--- config.mk ---
export PLATFORM = sky130hd
export DESIGN_NAME = svn_seg_rx
export DESIGN_NICKNAME = d
export VERILOG_FILES = /design/src/rtl/svn_seg_rx.sv
export SDC_FILE = /design/constraint.sdc
export NUM_CORES = 1
export LEC_CHECK = 0
export CAP_MARGIN = 20
export CORE_UTILIZATION = 51
export CTS_BUF_LIST = sky130_fd_sc_hd__clkbuf_16
export DETAILED_ROUTE_END_ITERATION = 10
export GPL_ROUTABILITY_DRIVEN = 0
export PLACE_DENSITY_LB_ADDON = 0.1
export SLEW_MARGIN = 20
export SYNTH_ARGS = -nofsm -noshare
export SYNTH_HDL_FRONTEND = slang
export SYNTH_SLANG_ARGS = --single-unit
--- constraint.sdc ---
create_clock -name CLK -period 2.8 [get_ports CLK]
set_input_delay 0.56 -clock CLK [delete_from_list [all_inputs] [get_ports CLK]]
set_output_delay 0.56 -clock CLK [all_outputs]
set_load 0.05 [all_outputs]
--- src/rtl/svn_seg_rx.sv ---
// -----------------------------------------------------------------------------
// svn_seg_rx -- seven-segment receive decoder.
//
// Samples a multiplexed common-cathode display bus coming in from an external
// display driver, waits for each digit strobe to settle, decodes the segment
// pattern back to a 4-bit code and assembles a full frame. Once every digit
// position has been captured the frame is published with a one-cycle VALID.
//
// Optional feature: define SVN_SEG_RX_ERR_EN to enable the invalid-pattern
// flag on ERR. Without it ERR is tied low (0xE codes still reach DIGITS).
//
// Parameters:
//   NDIG        number of multiplexed digit positions (1..8)
//   STABLE_CNT  identical synchronized samples needed before a capture (2..255)
//
// Ports:
//   CLK     in   system clock, all state on posedge
//   RST     in   asynchronous active-high reset
//   SEG     in   [7:0] segment lines (bit7 = DP, bits6:0 = g..a), async to CLK
//   COM     in   [NDIG-1:0] one-hot digit strobes, async to CLK
//   DIGITS  out  [4*NDIG-1:0] published frame, nibble i = position i
//   DP      out  [NDIG-1:0] published decimal points
//   VALID   out  one-cycle pulse when DIGITS/DP update
//   ERR     out  published frame contains an invalid (0xE) pattern
// -----------------------------------------------------------------------------
module svn_seg_rx #(
    parameter int NDIG       = 4,
    parameter int STABLE_CNT = 3
) (
    input  logic                CLK,
    input  logic                RST,
    input  logic [7:0]          SEG,
    input  logic [NDIG-1:0]     COM,
    output logic [4*NDIG-1:0]   DIGITS,
    output logic [NDIG-1:0]     DP,
    output logic                VALID,
    output logic                ERR
);

    localparam logic [7:0] STABLE_Q = 8'(STABLE_CNT);

    typedef enum logic {
        SETTLE = 1'b0,
        HELD   = 1'b1
    } state_t;

    function automatic logic [3:0] seg_decode(input logic [6:0] pat);
        logic [3:0] code;
        case (pat)
            7'h3F:   code = 4'h0;
            7'h06:   code = 4'h1;
            7'h5B:   code = 4'h2;
            7'h4F:   code = 4'h3;
            7'h66:   code = 4'h4;
            7'h6D:   code = 4'h5;
            7'h7D:   code = 4'h6;
            7'h07:   code = 4'h7;
            7'h7F:   code = 4'h8;
            7'h6F:   code = 4'h9;
            7'h7B:   code = 4'h9;
            7'h00:   code = 4'hF;
            default: code = 4'hE;
        endcase
        return code;
    endfunction

    function automatic logic is_onehot(input logic [NDIG-1:0] v);
        return (v != '0) && ((v & (v - 1'b1)) == '0);
    endfunction

    // synchronizer stage 1, stage 2 (sample S) and previous sample P
    logic [7:0]        seg_s1_q, seg_s1_d, seg_s2_q, seg_s2_d, seg_p_q, seg_p_d;
    logic [NDIG-1:0]   com_s1_q, com_s1_d, com_s2_q, com_s2_d, com_p_q, com_p_d;

    logic [7:0]        cnt_q, cnt_d;
    state_t            state_q, state_d;
    logic [NDIG-1:0]   mask_q, mask_d;
    logic [4*NDIG-1:0] slot_code_q, slot_code_d;
    logic [NDIG-1:0]   slot_dp_q, slot_dp_d;
    logic [4*NDIG-1:0] digits_q, digits_d;
    logic [NDIG-1:0]   dp_q, dp_d;
    logic              valid_q, valid_d;

    logic              s_ne_p;
    logic              front_ok;
    logic              capture;
    logic              publish;
    logic [3:0]        code;

    always_comb begin
        seg_s1_d = SEG;
        com_s1_d = COM;
        seg_s2_d = seg_s1_q;
        com_s2_d = com_s1_q;
        seg_p_d  = seg_s2_q;
        com_p_d  = com_s2_q;

        code     = seg_decode(seg_s2_q[6:0]);
        s_ne_p   = (seg_s2_q != seg_p_q) || (com_s2_q != com_p_q);

        // settle counter saturates at STABLE_CNT
        if (s_ne_p || !is_onehot(com_s2_q)) begin
            cnt_d = 8'd0;
        end else if (cnt_q >= STABLE_Q) begin
            cnt_d = cnt_q;
        end else begin
            cnt_d = cnt_q + 8'd1;
        end

        // The front synchronizer stage must still agree with S on the capture
        // edge; this is what makes the minimum strobe dwell STABLE_CNT+2
        // cycles rather than STABLE_CNT+1.
        front_ok = (seg_s1_q == seg_s2_q) && (com_s1_q == com_s2_q);
        capture  = (state_q == SETTLE) && (cnt_d == STABLE_Q) && front_ok;

        state_d = state_q;
        case (state_q)
            SETTLE:  if (capture) state_d = HELD;
            HELD:    if (s_ne_p)  state_d = SETTLE;
            default: state_d = SETTLE;
        endcase

        // Publish on the cycle after the mask fills; a capture on that same
        // edge is the first slot of the next frame.
        publish     = &mask_q;
        mask_d      = publish ? '0 : mask_q;
        slot_code_d = slot_code_q;
        slot_dp_d   = slot_dp_q;
        for (int i = 0; i < NDIG; i++) begin
            if (capture && com_s2_q[i]) begin
                slot_code_d[4*i +: 4] = code;
                slot_dp_d[i]          = seg_s2_q[7];
                mask_d[i]             = 1'b1;
            end
        end

        digits_d = publish ? slot_code_q : digits_q;
        dp_d     = publish ? slot_dp_q   : dp_q;
        valid_d  = publish;
    end

    always_ff @(posedge CLK or posedge RST) begin
        if (RST) begin
            seg_s1_q    <= '0;
            com_s1_q    <= '0;
            seg_s2_q    <= '0;
            com_s2_q    <= '0;
            seg_p_q     <= '0;
            com_p_q     <= '0;
            cnt_q       <= 8'd0;
            state_q     <= SETTLE;
            mask_q      <= '0;
            slot_code_q <= '1;
            slot_dp_q   <= '0;
            digits_q    <= '1;
            dp_q        <= '0;
            valid_q     <= 1'b0;
        end else begin
            seg_s1_q    <= seg_s1_d;
            com_s1_q    <= com_s1_d;
            seg_s2_q    <= seg_s2_d;
            com_s2_q    <= com_s2_d;
            seg_p_q     <= seg_p_d;
            com_p_q     <= com_p_d;
            cnt_q       <= cnt_d;
            state_q     <= state_d;
            mask_q      <= mask_d;
            slot_code_q <= slot_code_d;
            slot_dp_q   <= slot_dp_d;
            digits_q    <= digits_d;
            dp_q        <= dp_d;
            valid_q     <= valid_d;
        end
    end

    assign DIGITS = digits_q;
    assign DP     = dp_q;
    assign VALID  = valid_q;

`ifdef SVN_SEG_RX_ERR_EN
    // One invalid bit per slot, rewritten by every capture so that an
    // overwritten bad slot does not taint the frame.
    logic [NDIG-1:0] bad_q, bad_d;
    logic            err_q, err_d;

    always_comb begin
        bad_d = publish ? '0 : bad_q;
        for (int i = 0; i < NDIG; i++) begin
            if (capture && com_s2_q[i]) begin
                bad_d[i] = (code == 4'hE);
            end
        end
        err_d = publish && (|bad_q);
    end

    always_ff @(posedge CLK or posedge RST) begin
        if (RST) begin
            bad_q <= '0;
            err_q <= 1'b0;
        end else begin
            bad_q <= bad_d;
            err_q <= err_d;
        end
    end

    assign ERR = err_q;
`else
    assign ERR = 1'b0;
`endif

endmodule

==> run_results.csv, run 1 <==
group,metric,value,unit
status,status,"finished with violations",
status,violations,"setup timing",
worst_setup_path,cp_num_buf_inv,1,
power_and_ir_drop,worst_ir_drop_vdd,0.396,mV
route,via_per_inst,4.92,
sta,period_share,1.01,
sta,post-route-min-period,2.84,ns
floorplan,fp.dieH,86,um
yosys,syn-num-nets,306,
placed_design,portBuffers,34,
global_routing,met2_usage,0.305,
worst_setup_path,end_kind,"flip-flop",
worst_setup_path,critical-path-top-delay-family,"simple AND/OR/NAND/NOR gates",
global_routing,grt_pass1_wl,10.5,mm
yosys,ys_seq_area_frac,0.637,
route,drtIter0Drc,39,
min_path,hold_depth,0,
yosys,synth_edf_count,0,
floorplan,initial_utilization,0.530,
placed_design,dp_cells,419,
floorplan,dieWidth,86,um
route,ant_nets,0,
cts,clkTransAtPathRegs,0.06,ns
worst_setup_path,worstPathCellList,"or4_4 > or4_1 > a2111o_2 > nor4_4 > buf_6 > mux2_4",
layout,post-route-util,0.652,
global_routing,met3_usage,0.0549,
placed_design,place_area,0.00412,sq mm
global_routing,grtUsageMet1,0.241,
yosys,ys.flop_type,"dfrtp_1",
global_routing,top_usage_layer,"met2",
layout,drive_above_1_share,0.245,
cts,cts_hold_buf,0,
global_routing,groute.usage.overall,0.187,
route,avgRoutedWirePerCell,14.0,um
floorplan,placementRows,30,
worst_setup_path,critPathMaxStageDelay,0.60,ns
route,drcViolationCount,0,
sta,rsz0062_at_grt,"true",
layout,antenna_cells,0,
worst_setup_path,worst-path-stages,6,
route,routed_wl,6.14,mm
global_routing,antenna_found_initial,0,
yosys,netlist.top_cell.by_area,"dfrtp_1",
sta,whs,0.390,ns
worst_setup_path,timing_worst_setup_path_type,"reg -> reg",
sta,slew_viol_final,0,
yosys,synthDistinctLibCells,42,
yosys,ys_ff_latch,90,
cts,numCtsBuffers,9,
layout,area_growth,23.1,%
floorplan,core-area,0.00679,sq mm
sta,setup_viol,4,
floorplan,die_area,0.00740,sq mm
worst_setup_path,crit_required,3.01,ns
yosys,synth_common_cells,"58 x dfrtp_1, 53 x nand2_1, 32 x dfstp_2, 15 x mux2_2, 15 x xor2_1",
yosys,synth_cells,291,
global_routing,grt_max_degree,37,
global_routing,grt_pass1_vias,2229,
power_and_ir_drop,p_leak,1.97,nW
cts,clk_latency,0.33,ns
min_path,min_path_type,"reg -> reg",
sta,skew,0.00529,ns
worst_setup_path,path_max_fanout,5,
cts,clock_sinks,90,
cts,htreeDepth,3,
yosys,netlist_area,0.00360,sq mm
worst_setup_path,critical_path_arrival,3.05,ns
sta,hold_violations,0,
yosys,synth.most_common_cell,"dfrtp_1",
sta,max_clock_freq,0.352,GHz
layout,fill_cells,535,
run,cap_violations,0,
worst_setup_path,crit_slowest_cell,"a2111o_2",
layout,num-nets-final,353,
worst_setup_path,reg2regPathDepth,6,
yosys,synth.top_cell.area_share,0.403,
floorplan,ioPinCount,36,
layout,final_cell_area,0.00443,sq mm
sta,tightest_slew,0.649,ns
yosys,synthTopCellsByArea,"dfrtp_1 40%, dfstp_2 23%, nand2_1 5.5%, mux2_2 4.7%, xor2_1 3.7%",
cts,cts_tree,"done",
placed_design,place_hpwl,4.23,mm
route,drt-pass1-iter-count,4,
power_and_ir_drop,power.density,567,mW/mm^2
cts,clockRootBuffer,"clkbuf_16",
route,vias,2162,
worst_setup_path,startpoint_type,"flip-flop",
global_routing,overflow,0,
yosys,post_synth.cell_area_avg,12.4,sq um
yosys,async_reset_ff_frac,1.00,
sta,tns,-0.0936,ns
sta,setup_ws,-0.0394,ns
layout,layout.cells.non_filler,439,
yosys,yosysWarnings,0,
cts,clk_path_buf_depth,2,
sta,relSlewSlack,0.564,
## flip-flops by register name (all words and copies together) (netlist names)
| register | flops |
|---|---|
| slot_dp_q | 4 |
| VALID | 1 |
| DP | 4 |
| seg_s1_q | 8 |
| seg_p_d | 8 |
| slot_code_q | 16 |
| com_s1_q | 4 |
| com_p_q | 4 |
| mask_q | 4 |
| state_q | 1 |
| DIGITS | 16 |
| seg_p_q | 8 |
| com_p_d | 4 |
| cnt_q | 8 |
## power by group
part | switching, mW | total [mW] | internal, mW
combinational | 0.0619 | 0.116 | 0.0536
sequential | 0.0294 | 1.36 | 1.33
clock | 0.454 | 1.04 | 0.584
## final cells by class
class	instances	area, sq um	area share
Clock buffer	9	225	0.0508
Clock inverter	7	32.5	0.00734
Inverter	11	45.0	0.0102
Multi-Input combinational cell	176	1220	0.277
Sequential cell	90	2290	0.518
Tap cell	96	120	0.0271
Timing Repair Buffer	50	489	0.110
## layout by cell type, fill, tap and decap left out, types with 3 or more instances in the layout
| master | Yosys | layout |
|---|---|---|
| mux2i_1 | 5 | 5 |
| clkbuf_16 | 0 | 9 |
| mux2_2 | 15 | 12 |
| xnor2_1 | 12 | 12 |
| buf_4 | 1 | 13 |
| dfstp_2 | 32 | 32 |
| a21o_1 | 4 | 4 |
| nand2_1 | 53 | 53 |
| a21oi_1 | 4 | 4 |
| clkdlybuf4s50_1 | 0 | 34 |
| nor4_1 | 3 | 3 |
| nor4_4 | 4 | 4 |
| dfrtp_1 | 58 | 58 |
| nor2_1 | 7 | 7 |
| xor2_1 | 15 | 15 |
| nand4_1 | 4 | 4 |
| and2_1 | 6 | 6 |
| nand3_1 | 6 | 6 |
| inv_1 | 10 | 13 |
| mux2_4 | 0 | 3 |
| o21ai_0 | 6 | 6 |
| or3_1 | 5 | 5 |
## cells by family (layout without fill, tap and decap cells)
logic type                 after synthesis  after routing  share of synthesized area
AOI/OAI and AO/OA                       23             23                     0.0445
xor gates and xnor gates                27             27                     0.0657
adders and majority gates                1              1                    0.00348
buffers and inverters                   25             77                     0.0271
DFF                                     90             90                      0.637
muxes                                   21             21                     0.0640
other                                    1              1                    0.00104
and+or+nand+nor                        103            103                      0.157
## routing by layer
metal  share of wire  wire (um)  up-vias
li1                -          -     1075
met4           0.013         77        0
met2            0.49       2980       41
met5               0          0        -
met1            0.47       2870     1040
met3           0.033        201        6
## timing repair
item / in CTS / in global routing
resized for setup: 1 / 5
setup buffers: 3 / 1
cloned: 0 / 0
pin swaps: 4 / 4
setup endpoints to repair: 20 / 19
## final timing paths
kind | endpoint | slack (ns) | startpoint
worst min-delay path | com_p_d[2] | 0.39 | com_s1_q[2]
worst max register to register | slot_dp_q[2] | -0.04 | cnt_q[3]
worst max-delay path | slot_dp_q[2] | -0.04 | cnt_q[3]
worst min register to register | com_p_d[2] | 0.39 | com_s1_q[2]
max in group asynchronous | slot_code_q[6] | 1.60 | RST
min in group asynchronous | mask_q[1] | 0.62 | RST
## per-stage QoR
stage	power (mW)	setup WS, ns
after floorplan	1.45	0.0482
after global placement	1.50	-0.0151
after detailed placement	1.50	-0.0802
after CTS	2.55	-0.00449
after global routing	2.61	-0.0861
final	2.51	-0.0394
Note: power is estimated with default switching activity, not from simulation.
==> run 2: changes to the inputs <==
Settings changed: CORE_MARGIN set to 4, SLEW_MARGIN 20 to not set.
==> run 2 against run 1 <==
The run now ends clean. Fmax is 4.7% higher. Core utilization fell by 0.83 points. Clock skew grew 0.0019 ns. Cell area is 0.73% lower. Clock-buffer cell count stayed put. Critical path type unchanged. Critical endpoint is now slot_code_q[10]. Highest routed layer unchanged.
==> run_results.csv, run 2 (synthesized netlist as in run 1, its figures left out) <==
group,metric,value,unit
cts,cts_hold_buf,0,
sta,post-route-min-period,2.71,ns
placed_design,place_area,0.00411,sq mm
global_routing,grt_max_degree,91,
floorplan,placementRows,30,
cts,clockRootBuffer,"clkbuf_16",
worst_setup_path,cpMostUsedCell,"or4_4",
sta,tightest_slew,0.590,ns
sta,setup_viol,0,
route,ant_nets,0,
layout,antenna_cells,0,
cts,numCtsBuffers,9,
route,vias,2157,
placed_design,dp_cells,419,
floorplan,ioPinCount,36,
sta,hold_violations,0,
route,avgRoutedWirePerCell,13.8,um
route,drcViolationCount,0,
layout,area_growth,22.2,%
route,routed_wl,6.00,mm
min_path,min_path_type,"reg -> reg",
global_routing,antenna_found_initial,0,
run,cap_violations,0,
sta,slew_viol_final,0,
layout,layout.cells.non_filler,436,
global_routing,groute.usage.overall,0.155,
placed_design,portBuffers,34,
layout,final_cell_area,0.00440,sq mm
worst_setup_path,critPathMaxStageDelay,0.60,ns
floorplan,dieWidth,92,um
cts,clkTransAtPathRegs,0.06,ns
worst_setup_path,critical_path_arrival,2.97,ns
route,via_per_inst,4.95,
sta,setup_ws,0.0872,ns
sta,tns,0,ns
global_routing,grt_pass1_vias,2104,
sta,skew,0.00722,ns
power_and_ir_drop,p_leak,1.95,nW
placed_design,pre_cts_slack,-0.0571,ns
worst_setup_path,critical-path-top-delay-family,"simple AND/OR/NAND/NOR gates",
placed_design,place_hpwl,4.12,mm
cts,clk_latency,0.33,ns
worst_setup_path,crit_required,3.05,ns
layout,mostFrequentLayoutCells,"58 x dfrtp_1, 53 x nand2_1, 34 x clkdlybuf4s50_1, 32 x dfstp_2",
route,drt-pass1-iter-count,4,
power_and_ir_drop,worst_ir_drop_vdd,0.361,mV
worst_setup_path,crit_slowest_cell,"a2111o_2",
layout,seq_area,0.00229,sq mm
layout,drive_above_1_share,0.247,
cts,cts_tree,"done",
sta,relSlewSlack,0.604,
worst_setup_path,timing_worst_setup_path_type,"reg -> reg",
floorplan,core-area,0.00683,sq mm
power_and_ir_drop,total_power,2.55,mW
cts,htreeDepth,3,
cts,clk_path_buf_depth,2,
floorplan,initial_utilization,0.527,
layout,num-nets-final,350,
floorplan,fp.dieH,92,um
layout,layout_commonest_cell,"dfrtp_1",
worst_setup_path,end_kind,"flip-flop",
layout,multi_input_area,0.00122,sq mm
floorplan,die_area,0.00846,sq mm
sta,rsz0062_at_grt,"false",
worst_setup_path,path_max_fanout,5,
worst_setup_path,startpoint_type,"flip-flop",
global_routing,grt_pass1_wl,10.1,mm
worst_setup_path,cp_num_buf_inv,1,
sta,max_clock_freq,0.369,GHz
route,drtIter0Drc,67,
layout,fill_cells,559,
power_and_ir_drop,power.density,580,mW/mm^2
cts,clock_sinks,90,
worst_setup_path,worstPathCellList,"or4_4 > or4_4 > a2111o_2 > nor4_4 > buf_4 > mux2_2",
global_routing,overflow,0,
sta,period_share,0.969,
status,status,"completed",
## run 2: changes by cell type in the layout (fill, tap and decap cells not counted), sizes merged
cell / delta
clkinv: -2
clkinvlp: +1
buf: -3
inv: +1
## run 2: layout make-up
cell class | instances | area share
tap | 96 | 0.0273
multi-input combinational | 176 | 0.277
inverter | 11 | 0.0102
sequential | 90 | 0.521
clock buffer | 9 | 0.0512
clock inverter | 7 | 0.0105
timing repair buffer | 47 | 0.102
## run 2: where the power goes
part / leakage, nW / switching, mW / internal [mW] / total [mW]
clock: 0.135 / 0.484 / 0.601 / 1.09
combinational: 0.756 / 0.0568 / 0.0490 / 0.106
sequential: 1.06 / 0.0316 / 1.33 / 1.36
total: 1.95 / 0.573 / 1.98 / 2.55
## run 2: final timing paths
| kind | end | startpoint | cells after the start | slack, ns |
|---|---|---|---|---|
| min in group asynchronous | mask_q[3] | RST | 3 | 0.71 |
| min reg2reg | com_p_d[3] | com_s1_q[3] | 0 | 0.39 |
| min | com_p_d[3] | com_s1_q[3] | 0 | 0.39 |
| max | slot_code_q[10] | cnt_q[3] | 6 | 0.09 |
| max reg2reg | slot_code_q[10] | cnt_q[3] | 6 | 0.09 |
| max in group asynchronous | slot_code_q[4] | RST | 3 | 1.73 |
## run 2: metal layers
| metal | routed length, um | global-route usage |
|---|---|---|
| met1 | 2770 | 0.204 |
| met2 | 2920 | 0.245 |
| met3 | 182 | 0.0320 |
| met4 | 125 | 0.0743 |
| met5 | 0 | 0 |
## run 2: stage by stage
stage	utilization	hold slack (ns)
after floorplan	-	0.352
after detailed placement	0.601	0.385
after CTS	0.642	0.400
after global routing	0.644	0.404
after global placement	0.601	0.379
final	0.644	0.394
## run 2: repair_timing
action                                  4_1_cts  5_1_grt
gates resized for setup                       2        1
endpoints found under the setup margin       15       12
pin swaps                                     2        5
buffers inserted                              0        1
==> run 3: changes to the inputs <==
Settings changed: HOLD_SLACK_MARGIN set to 0.15.
==> results of run 3 <==
Same layout as run 2: the final DEF is identical, and so are final timing and power.
